**config.mk**
```make
export PLATFORM = sky130hd
export DESIGN_NAME = store_rmw_unit
export DESIGN_NICKNAME = d
export VERILOG_FILES = /design/src/rtl/store_rmw_unit.sv
export SDC_FILE = /design/constraint.sdc
export NUM_CORES = 1
export LEC_CHECK = 0
export CAP_MARGIN = 30
export CORE_UTILIZATION = 35
export DETAILED_ROUTE_END_ITERATION = 12
export GPL_TIMING_DRIVEN = 0
export REMOVE_ABC_BUFFERS = 1
export SETUP_SLACK_MARGIN = 0.15
export SLEW_MARGIN = 20
export SYNTH_ARGS = -nofsm -noshare
export SYNTH_HDL_FRONTEND = slang
export SYNTH_SLANG_ARGS = --single-unit
```
**constraint.sdc**
```tcl
create_clock -name clk -period 2.55 [get_ports clk]
set_input_delay 0.51 -clock clk [delete_from_list [all_inputs] [get_ports clk]]
set_output_delay 0.51 -clock clk [all_outputs]
set_load 0.01 [all_outputs]
```
**src/rtl/store_rmw_unit.sv**
```systemverilog
// store_rmw_unit: executes SW / SH / SB against a word-wide data memory.
// SW is a single word write; SH and SB read the word, merge the halfword or
// byte lane (little-endian) and write the word back.
//
// Build option: define MISALIGN_CHECK_EN to fault misaligned SW (addr[1:0]!=0)
// and SH (addr[0]=1). Without it, only store_type=11 faults; SW ignores
// addr[1:0] and SH ignores addr[0].
//
// Handshake: start is sampled only in IDLE (busy=0); the request fields are
// captured on that edge and may change afterwards. done pulses for exactly one
// cycle when the store has finished (err pulses with it on a faulted request),
// and the unit is back in IDLE on the following cycle, ready for a new start.
module store_rmw_unit #(
    parameter int MEM_LAT = 1   // memory read latency, 1..4 cycles
) (
    input  logic        clk,
    input  logic        reset_n,
    input  logic        start,
    input  logic [1:0]  store_type,
    input  logic [31:0] addr,
    input  logic [31:0] data_in,
    input  logic [31:0] mem_rdata,
    output logic [31:0] mem_addr,
    output logic [31:0] mem_wdata,
    output logic        mem_wr,
    output logic        busy,
    output logic        done,
    output logic        err
);

    localparam logic [1:0] ST_SW = 2'b00;
    localparam logic [1:0] ST_SH = 2'b01;
    localparam logic [1:0] ST_SB = 2'b10;
    localparam logic [1:0] ST_BAD = 2'b11;

    // Index of the last WAIT cycle; the counter runs 0..LAT_LAST.
    localparam logic [1:0] LAT_LAST = 2'(MEM_LAT - 1);

    typedef enum logic [2:0] {
        S_IDLE  = 3'd0,
        S_READ  = 3'd1,
        S_WAIT  = 3'd2,
        S_WRITE = 3'd3,
        S_DONE  = 3'd4,
        S_ERR   = 3'd5
    } state_t;

    state_t      state_q, state_d;
    logic [1:0]  type_q, type_d;
    logic [31:0] addr_q, addr_d;
    logic [31:0] data_q, data_d;
    logic [31:0] rdata_q, rdata_d;
    logic [1:0]  wait_cnt_q, wait_cnt_d;
    logic [31:0] mem_addr_q, mem_addr_d;
    logic [31:0] mem_wdata_q, mem_wdata_d;
    logic        mem_wr_q, mem_wr_d;
    logic        busy_q, busy_d;
    logic        done_q, done_d;
    logic        err_q, err_d;
    logic        req_fault;

    // Merge the store data into the read word according to the store type.
    function automatic logic [31:0] merge_word(
        input logic [1:0]  t,
        input logic [1:0]  lane,
        input logic [31:0] d,
        input logic [31:0] r
    );
        logic [31:0] w;
        w = r;
        case (t)
            ST_SH: begin
                if (lane[1]) w[31:16] = d[15:0];
                else         w[15:0]  = d[15:0];
            end
            ST_SB: begin
                case (lane)
                    2'd0:    w[7:0]   = d[7:0];
                    2'd1:    w[15:8]  = d[7:0];
                    2'd2:    w[23:16] = d[7:0];
                    default: w[31:24] = d[7:0];
                endcase
            end
            default: w = d;
        endcase
        return w;
    endfunction

    // Decide whether an incoming request must be rejected.
    always_comb begin
        req_fault = (store_type == ST_BAD);
`ifdef MISALIGN_CHECK_EN
        if (store_type == ST_SW && addr[1:0] != 2'b00) req_fault = 1'b1;
        if (store_type == ST_SH && addr[0])            req_fault = 1'b1;
`else
        req_fault = req_fault | 1'b0;
`endif
    end

    // Next-state, request capture and registered-output decode.
    always_comb begin
        state_d     = state_q;
        type_d      = type_q;
        addr_d      = addr_q;
        data_d      = data_q;
        rdata_d     = rdata_q;
        wait_cnt_d  = wait_cnt_q;
        mem_wdata_d = mem_wdata_q;
        mem_addr_d  = mem_addr_q;

        case (state_q)
            S_IDLE: begin
                if (start) begin
                    type_d = store_type;
                    addr_d = addr;
                    data_d = data_in;
                    if (req_fault) begin
                        state_d = S_ERR;
                    end else if (store_type == ST_SW) begin
                        state_d     = S_WRITE;
                        mem_wdata_d = data_in;
                    end else begin
                        state_d = S_READ;
                    end
                end
            end
            S_READ: begin
                state_d    = S_WAIT;
                wait_cnt_d = 2'd0;
            end
            S_WAIT: begin
                if (wait_cnt_q == LAT_LAST) begin
                    rdata_d     = mem_rdata;
                    mem_wdata_d = merge_word(type_q, addr_q[1:0], data_q, mem_rdata);
                    state_d     = S_WRITE;
                end else begin
                    wait_cnt_d = wait_cnt_q + 2'd1;
                end
            end
            S_WRITE: state_d = S_DONE;
            S_DONE:  state_d = S_IDLE;
            S_ERR:   state_d = S_IDLE;
            default: state_d = S_IDLE;
        endcase

        // The memory address follows the captured address only while the
        // memory is being accessed; otherwise it holds its last value.
        if (state_d == S_READ || state_d == S_WAIT || state_d == S_WRITE) begin
            mem_addr_d = {addr_d[31:2], 2'b00};
        end

        mem_wr_d = (state_d == S_WRITE);
        busy_d   = (state_d != S_IDLE);
        done_d   = (state_d == S_DONE) || (state_d == S_ERR);
        err_d    = (state_d == S_ERR);
    end

    // State and output registers; reset clears everything, which also drops
    // a pending write immediately.
    always_ff @(posedge clk or negedge reset_n) begin
        if (!reset_n) begin
            state_q     <= S_IDLE;
            type_q      <= 2'b00;
            addr_q      <= 32'd0;
            data_q      <= 32'd0;
            rdata_q     <= 32'd0;
            wait_cnt_q  <= 2'd0;
            mem_addr_q  <= 32'd0;
            mem_wdata_q <= 32'd0;
            mem_wr_q    <= 1'b0;
            busy_q      <= 1'b0;
            done_q      <= 1'b0;
            err_q       <= 1'b0;
        end else begin
            state_q     <= state_d;
            type_q      <= type_d;
            addr_q      <= addr_d;
            data_q      <= data_d;
            rdata_q     <= rdata_d;
            wait_cnt_q  <= wait_cnt_d;
            mem_addr_q  <= mem_addr_d;
            mem_wdata_q <= mem_wdata_d;
            mem_wr_q    <= mem_wr_d;
            busy_q      <= busy_d;
            done_q      <= done_d;
            err_q       <= err_d;
        end
    end

    assign mem_addr  = mem_addr_q;
    assign mem_wdata = mem_wdata_q;
    assign mem_wr    = mem_wr_q;
    assign busy      = busy_q;
    assign done      = done_q;
    assign err       = err_q;

endmodule

```
# Word-level counts from Yosys, hierarchy flattened
# Cells that the tools add are included.
[word_totals]
output_inout_bits = 68
inputBits = 101
mem_bits_ro = 0
latchBits = 0
memories = 0
reg_bits = 137
mem_bits_rw = 0
elab_cells = 66
[op_classes]
div_mod_pow = 0
n_bitwise = 0
order_cmp = 0
addsub = 1
mux = 21
n_shift = 0
n_mul = 0
n_eq_ne = 18
n_reduce_logical = 14
[op_table]
columns = ["cell", "count"]
rows = [
  ["$mux 32", 6],
  ["$pmux 32 s2", 2],
  ["$mux 16", 2],
  ["$mux 8", 4],
  ["$eq 3x2->1 const B", 4],
  ["$pmux 3 s4", 1],
  ["$ne 2x2->1 const B", 5],
  ["$mux 3", 3],
  ["$eq 2x2->1 const B", 3],
  ["$eq 3x1->1 const B", 2],
  ["$eq 3x3->1 const B", 2],
  ["$logic_not 2->1", 3],
  ["$reduce_and 5->1", 1],
  ["$eq 2x1->1 const B", 2],
  ["$mux 2", 2],
  ["$pmux 2 s2", 1],
  ["$reduce_and 2->1", 2],
  ["$reduce_bool 2->1", 2],
  ["$logic_not 3->1", 1],
  ["$logic_or 1x1->1", 3],
  ["$reduce_bool 3->1", 1],
  ["$reduce_or 3->1", 1],
  ["$add 2x1->2 const B", 1],
]

# Logic depth before layout (Yosys ltp)
# Gate-level depths: netlist (run 1).
[depth]
depth_word = 8
mapped_depth = 8
mapped_depth_nobuf = 6

# Worst setup path before layout (run 1)
# Ideal clock, no wire load.
[synth_timing]
path_type = "reg2reg"
startpoint = "register type_q[0]"
endpoint = "register mem_wdata_q[13] (netlist: mem_wdata[13])"
period_less_slack_ns = 1.970
path_stages_with_launch = 9
required_ns = 2.424
setup_ns = 0.126
n_path_buf = 3
t_arrival_ns = 1.844
path_slack_ns = 0.580
cell_sequence = "dfrtp_1 inv_1 ha_1 buf_2 or4b_1 buf_2 buf_6 a221oi_2 o31ai_1"
[synth_between]
elab_chain_len = 4
word_cells_on_any_way = 5
cone_classes = "2 x eq/ne; 3 x mux"
[synth_rtl]
columns = ["item", "line", "source"]
rows = [
  ["start: declaration", "49", "logic [1:0] type_q, type_d;"],
  ["start signal: assignment", "176", "type_q <= type_d;"],
  ["$eq 2x2->1 / $eq 2x1->1 (equally long branches)", "71", "case (t)"],
  ["$pmux 32 s2 *", "71", ""],
  ["$mux 32 *", "132", "if (wait_cnt_q == LAT_LAST) begin"],
  ["$pmux 32 s2 *", "111", "case (state_q)"],
  ["end signal: assignment", "182", "mem_wdata_q <= mem_wdata_d;"],
  ["end: declaration", "55", "logic [31:0] mem_wdata_q, mem_wdata_d;"],
]
# Every way passes the cells marked *; elsewhere a longest branch is shown, timed or not. The select of a mux whose other input is x is not followed.
# A chain may end at the register's enable or synchronous reset.

# Worst setup path after layout (run 1)
[layout_timing]
startpoint = "register state_q[0]"
endpoint = "register mem_addr_q[31] (netlist: mem_addr[31])"
[layout_between]
word_cells_on_any_way = 13
cone_classes = "6 x eq/ne; 4 x mux; 3 x reduce/logical"
[layout_lines]
columns = ["item", "line", "source"]
rows = [
  ["start: declaration", "48", "state_t state_q, state_d;"],
  ["start signal: assignment", "175", "state_q <= state_d;"],
  ["$logic_not 3->1", "111", ""],
  ["$mux 32", "111", ""],
  ["via addr_d[31]", "50", "logic [31:0] addr_q, addr_d;"],
  ["end signal: assignment", "181", "mem_addr_q <= mem_addr_d;"],
  ["end: declaration", "54", "logic [31:0] mem_addr_q, mem_addr_d;"],
]
# The timed path passes the listed nets, and every way through them passes these cells.

==> impl_metrics.json, run 1 <==
{
  "slew_viol_final": 0,
  "start_kind": "flop",
  "die_w_um": 141,
  "grt_use_total_pct": 19.2,
  "maxSlewHeadroom_pct": 53.5,
  "tns_ns": 0,
  "vias": 4987,
  "fin_nets": 794,
  "die_y_um": 141,
  "maxCapViolCount": 0,
  "arrival_ns": 2.61,
  "clock-sinks": 137,
  "p_seq_share_pct": 31.4,
  "period_needed_ns": 2.30,
  "ant_nets": 0,
  "viasPerCell": 5.18,
  "avgSynthCellArea_um2": 12.7,
  "met3WireLength_mm": 1.37,
  "highest_layer": "met4",
  "fp.dieArea_um2": 20000,
  "initial_core_util_pct": 36.1,
  "cts.clk_slew.worst_paths_ns": 0.06,
  "drtPass1Iterations": 7,
  "synth_area_leader_cell": "dfrtp_1",
  "syn_inst": 536,
  "power_switching_w": 0.00474,
  "hpwl_mm": 12.5,
  "globalRouteOverflowTotal": 0,
  "status": "finished clean",
  "p_sw_share_pct": 36.2,
  "place.gp.congestion": 0.779,
  "route.detailed.drc": 0,
  "synth.most_common_cell": "dfrtp_1",
  "area_growth_pct": 37.1,
  "r2r_cells": 6,
  "netlist.area_leader.share_pct": 50.5,
  "peakVddDrop_mv": 0.678,
  "critPathKind": "flop to flop",
  "r2r-end": "mem_addr[31]",
  "clk_path_buf_depth": 2,
  "antenna-diode-count": 0,
  "synth_cell_types": 39,
  "p_leak_nw": 3.87,
  "numCtsBuffers": 17,
  "boundaryPins": 169,
  "grt_pass1_vias": 5342,
  "synthTopCellsByCount": "137 x dfrtp_1, 97 x mux2_2, 39 x nand2_1",
  "avgRoutedWirePerCell_um": 19.2,
  "cp-startpoint": "state_q[0]",
  "finalSetupViolCount": 0,
  "r2r-start": "state_q[0]",
  "design.core.area_um2": 18800,
  "met1_length_mm": 7.90,
  "ys_seq_elements": 137,
  "cts_root_buffer": "clkbuf_16",
  "synth-main-ff-cell": "dfrtp_1",
  "regToRegSetupSlack_ns": 0.25,
  "hold_viol": 0,
  "grt_pass1_wl_mm": 29.2,
  "grt_setup_unrepaired": "false",
  "routed_wl_mm": 18.5,
  "crit_fanout": 41,
  "required_ns": 2.86,
  "dp_cells": 928,
  "synth_warnings": 0,
  "holdWs_ns": 0.0297,
  "syn_area_um2": 6790,
  "async_reset_ff_share_pct": 100,
  "worstSkewPairLatency_ns": 0.42,
  "nFillCells": 1683,
  "port_buffers": 166,
  "internal_power_w": 0.00837,
  "wl_met2_mm": 8.94,
  "drt_iter0_drc": 219,
  "crit_path_end": "mem_addr[31]",
  "ctsHoldBuffers": 0,
  "fmax_mhz": 434,
  "stdcell_count": 963,
  "ys_seq_area_share_pct": 50.5,
  "synthTopCellsByArea": "dfrtp_1 50%, mux2_2 16%, mux2_4 8.2%",
  "holdCritPathClass": "primary input to async pin",
  "h-tree-depth": 4,
  "rows": 50,
  "seqCellArea_um2": 3430,
  "grt_max_degree": 70,
  "antenna_found_initial": 2,
  "critPathCaptureType": "flop",
  "powerDensity_nw_per_um2": 1410,
  "fin_skew_ns": 0.00660,
  "combPwrFrac_pct": 50.5,
  "synth_edf_count": 0,
  "period_share_pct": 90.3,
  "multi_input_area_um2": 3100,
  "drive_gt1_share_pct": 28.4,
  "tightest_slew_ns": 0.698,
  "cts_tree": "built",
  "clockPowerShare_pct": 18.1
}
per-layer routing:
| layer | GRT usage, % | vias up |
|---|---|---|
| met3 | 6.51 | 23 |
| li1 | - | 2278 |
| met1 | 23.8 | 2533 |
| met2 | 31.1 | 153 |
| met5 | 0 | - |
| met4 | 7.32 | 0 |
critical path, stage by stage, from the launching register on:
cell,delay [ns]
dfrtp_1,0.57
nor3_2,0.26
and2_4,0.22
buf_12,0.26
buf_12,0.24
mux2_2,0.36
mux2_2,0.26
repair_timing:
item                                    4_1_cts  5_1_grt
pin swaps                                     1        1
setup buffers                                 2        1
gates resized for setup                       3        3
endpoints found under the setup margin       53       37
cloned                                        0        0
final cells by class:
cell class | count | area share, %
clock buffer | 22 | 5.10
clock inverter | 10 | 1.02
inverter | 16 | 0.645
multi-input combinational | 341 | 33.3
sequential | 137 | 36.9
tap | 260 | 3.50
timing repair buffer | 177 | 19.6
stage by stage:
stage	worst slack [ns]	instance area, µm²	power (W)	utilization (%)
final	0.246	9310	0.0131	49.4
after global routing	0.142	9310	0.0139	49.4
after CTS	0.160	9290	0.0132	49.3
after detailed placement	-0.253	8690	0.0107	46.1
after global placement	-4.49	8520	0.0102	45.2
after floorplan	-1.42	6530	0.00804	-
flip-flops by register name, summed over array words and instances, names as in the netlist:
register and flops:
err 1, busy 1, mem_wr 1, type_q 2, state_q 3, wait_cnt_q 2, done 1, data_q 32
mem_addr 30, mem_wdata 32, addr_q 32
power by group through the flow:
| stage | clock (W) | sequential [W] | combinational [W] |
|---|---|---|---|
| floorplan | 0 | 0.00414 | 0.00390 |
| global placement | 0 | 0.00405 | 0.00619 |
| detailed placement | 0 | 0.00412 | 0.00658 |
| CTS | 0.00243 | 0.00412 | 0.00668 |
| global route | 0.00252 | 0.00428 | 0.00714 |
| finish | 0.00238 | 0.00411 | 0.00661 |
cells in the final DEF (no fill, tap or decap), types with 4 or more instances in the layout:
cell type / count
a221o_1: 16
mux2_2: 97
inv_1: 15
o31ai_1: 16
clkbuf_16: 17
a22oi_1: 9
a21oi_1: 17
clkdlybuf4s50_1: 165
dfrtp_1: 136
nor2_1: 11
nand2_1: 39
buf_8: 4
clkinv_4: 4
a2bb2oi_1: 8
or3_1: 16
mux2_4: 37
o21ai_0: 30
a221oi_1: 6
a221oi_2: 10
worst min path at each step:
stage | to | depth (start not counted) | from | slack (ns)
2_1_floorplan | addr_q[0] | 0 | reset_n | 0.21
3_3_place_gp | mem_wdata[15] | 2 | mem_wdata[15] | 0.47
3_5_place_dp | mem_wdata[9] | 2 | mem_wdata[9] | 0.47
4_1_cts | mem_addr[10] | 1 | reset_n | 0.05
5_1_grt | addr_q[23] | 1 | reset_n | 0.06
6_report | addr_q[23] | 1 | reset_n | 0.03
logic make-up (layout without fill, tap and decap cells):
family,after synthesis,after routing,synth area share [%]
AO/OA/AOI/OAI,121,121,14.0
AND/OR/NAND/NOR,80,80,5.81
multiplexers,135,135,24.4
buffers and inverters,59,225,4.70
other,1,2,0.0552
flip-flops,137,137,50.5
adder cells (fa/ha/maj),3,3,0.553
Power figures use the tool's default switching activity.
==> inputs of run 2 (changes only) <==
- GPL_TIMING_DRIVEN: 0 -> unset
==> impl_metrics.json, run 2 (synthesized netlist as in run 1, its figures left out) <==
{
  "fin_nets": 804,
  "clk_path_buf_depth": 2,
  "critPathKind": "flop to flop",
  "vias": 5025,
  "status": "finished clean",
  "final_cell_mix": "165 x clkdlybuf4s50_1, 137 x dfrtp_1, 97 x mux2_2",
  "grt_setup_unrepaired": "false",
  "hpwl_mm": 13.0,
  "port_buffers": 166,
  "initial_core_util_pct": 36.1,
  "maxSlewHeadroom_pct": 57.0,
  "grt_pass1_wl_mm": 29.6,
  "holdWs_ns": 0.0190,
  "avgRoutedWirePerCell_um": 19.1,
  "fin_skew_ns": 0.0130,
  "boundaryPins": 169,
  "combPwrFrac_pct": 50.7,
  "numCtsBuffers": 17,
  "drt_iter0_drc": 263,
  "grt_max_degree": 49,
  "cts_resized": 0,
  "power_switching_w": 0.00469,
  "die_w_um": 141,
  "cts.clk_slew.worst_paths_ns": 0.06,
  "fmax_mhz": 457,
  "worstSkewPairLatency_ns": 0.42,
  "grt_pass1_vias": 5456,
  "hold_viol": 0,
  "finalSetupViolCount": 0,
  "p_sw_share_pct": 35.4,
  "drtPass1Iterations": 4,
  "peakVddDrop_mv": 0.784,
  "clock-sinks": 137,
  "crit_fanout": 17,
  "critPathCaptureType": "flop",
  "rows": 50,
  "holdCritPathClass": "primary input to async pin",
  "tightest_slew_ns": 0.645,
  "clockPowerShare_pct": 19.2,
  "internal_power_w": 0.00856,
  "grt_use_total_pct": 19.4,
  "path_cells": "inv_1 > ha_1 > buf_4 > inv_1 > a31oi_4 > a22oi_1 > a2bb2oi_1",
  "ant_nets": 0,
  "slew_viol_final": 0,
  "place.gp.congestion": 0.801,
  "cts_tree": "built",
  "h-tree-depth": 4,
  "layout_commonest_cell": "clkdlybuf4s50_1",
  "globalRouteOverflowTotal": 0,
  "start_kind": "flop",
  "drive_gt1_share_pct": 28.7,
  "design.core.area_um2": 18800,
  "cp_common_cell": "inv_1",
  "fp.dieArea_um2": 20000,
  "routed_wl_mm": 18.6,
  "required_ns": 2.85,
  "route.detailed.drc": 0,
  "p_seq_share_pct": 30.1,
  "maxCapViolCount": 0,
  "fin_util_pct": 49.9,
  "p_leak_nw": 3.94,
  "arrival_ns": 2.49,
  "period_needed_ns": 2.19,
  "place_area_um2": 8790,
  "powerDensity_nw_per_um2": 1410,
  "period_share_pct": 85.8,
  "cts_setup_buffers": 0,
  "max_stage_delay_ns": 0.50,
  "slowest_stage": "inv_1",
  "final_area_um2": 9400,
  "nFillCells": 1658,
  "viasPerCell": 5.16,
  "ctsHoldBuffers": 0,
  "die_y_um": 141,
  "cts_root_buffer": "clkbuf_16",
  "area_growth_pct": 38.5,
  "antenna_found_initial": 2
}
[run 2: layout make-up]
type / count / area, µm² / share of cell area [%]
well taps: 260 / 325 / 3.46
inverters: 16 / 60.1 / 0.639
clock buffers: 20 / 467 / 4.96
flip-flops and latches: 137 / 3430 / 36.5
clock inverters: 11 / 146 / 1.56
repair buffers: 187 / 1910 / 20.3
multi-input cells: 341 / 3070 / 32.6
diodes: 1 / 2.50 / 0.0266
[run 2: stage by stage]
step | TNS (ns) | worst slack (ns) | instances | total power [W]
after floorplan | -105.30 | -1.42 | 494 | 0.00804
after global placement | 0 | 0.276 | 941 | 0.0106
after detailed placement | 0 | 0.242 | 941 | 0.0108
after CTS | 0 | 0.376 | 972 | 0.0134
after global routing | 0 | 0.195 | 972 | 0.0141
final | 0 | 0.361 | 973 | 0.0133
[run 2: layer usage]
metal  up-vias  share of wire, %  routed length (µm)  global-route usage (%)
li1       2301                 -                   -                       -
met1      2526                43                7960                    24.1
met2       175                48                8890                    31.0
met3        21               8.0                1490                    7.15
met4         2               1.5                 280                    6.92
met5         -             0.059                  11                       0
[run 2: final timing paths]
path / from / end / slack [ns] / cells past startpoint
max: type_q[0] / mem_wdata[0] / 0.36 / 7
min reg2reg: mem_wdata[15] / mem_wdata[15] / 0.47 / 2
min in group clk: mem_wdata[15] / mem_wdata[15] / 0.47 / 2
max reg2reg: type_q[0] / mem_wdata[0] / 0.36 / 7
min: reset_n / addr_q[16] / 0.02 / 1
max in group asynchronous: reset_n / data_q[16] / 1.76 / 2
[run 2: critical path, delay by kind of cell, from the launching register on]
family                     cells  cell delay, ns
adders and majority gates      1            0.31
AOI/OAI and AO/OA              3            0.64
DFF                            1            0.35
buffers and inverters          3            0.77
[run 2: power by group through the flow]
| stage | Sequential [W] | Clock, W | Combinational (W) |
|---|---|---|---|
| 3_5_place_dp | 0.00401 | 0 | 0.00675 |
| 5_1_grt | 0.00414 | 0.00273 | 0.00724 |
| 3_3_place_gp | 0.00400 | 0 | 0.00657 |
| 2_1_floorplan | 0.00414 | 0 | 0.00390 |
| 6_report | 0.00399 | 0.00255 | 0.00672 |
| 4_1_cts | 0.00400 | 0.00261 | 0.00678 |
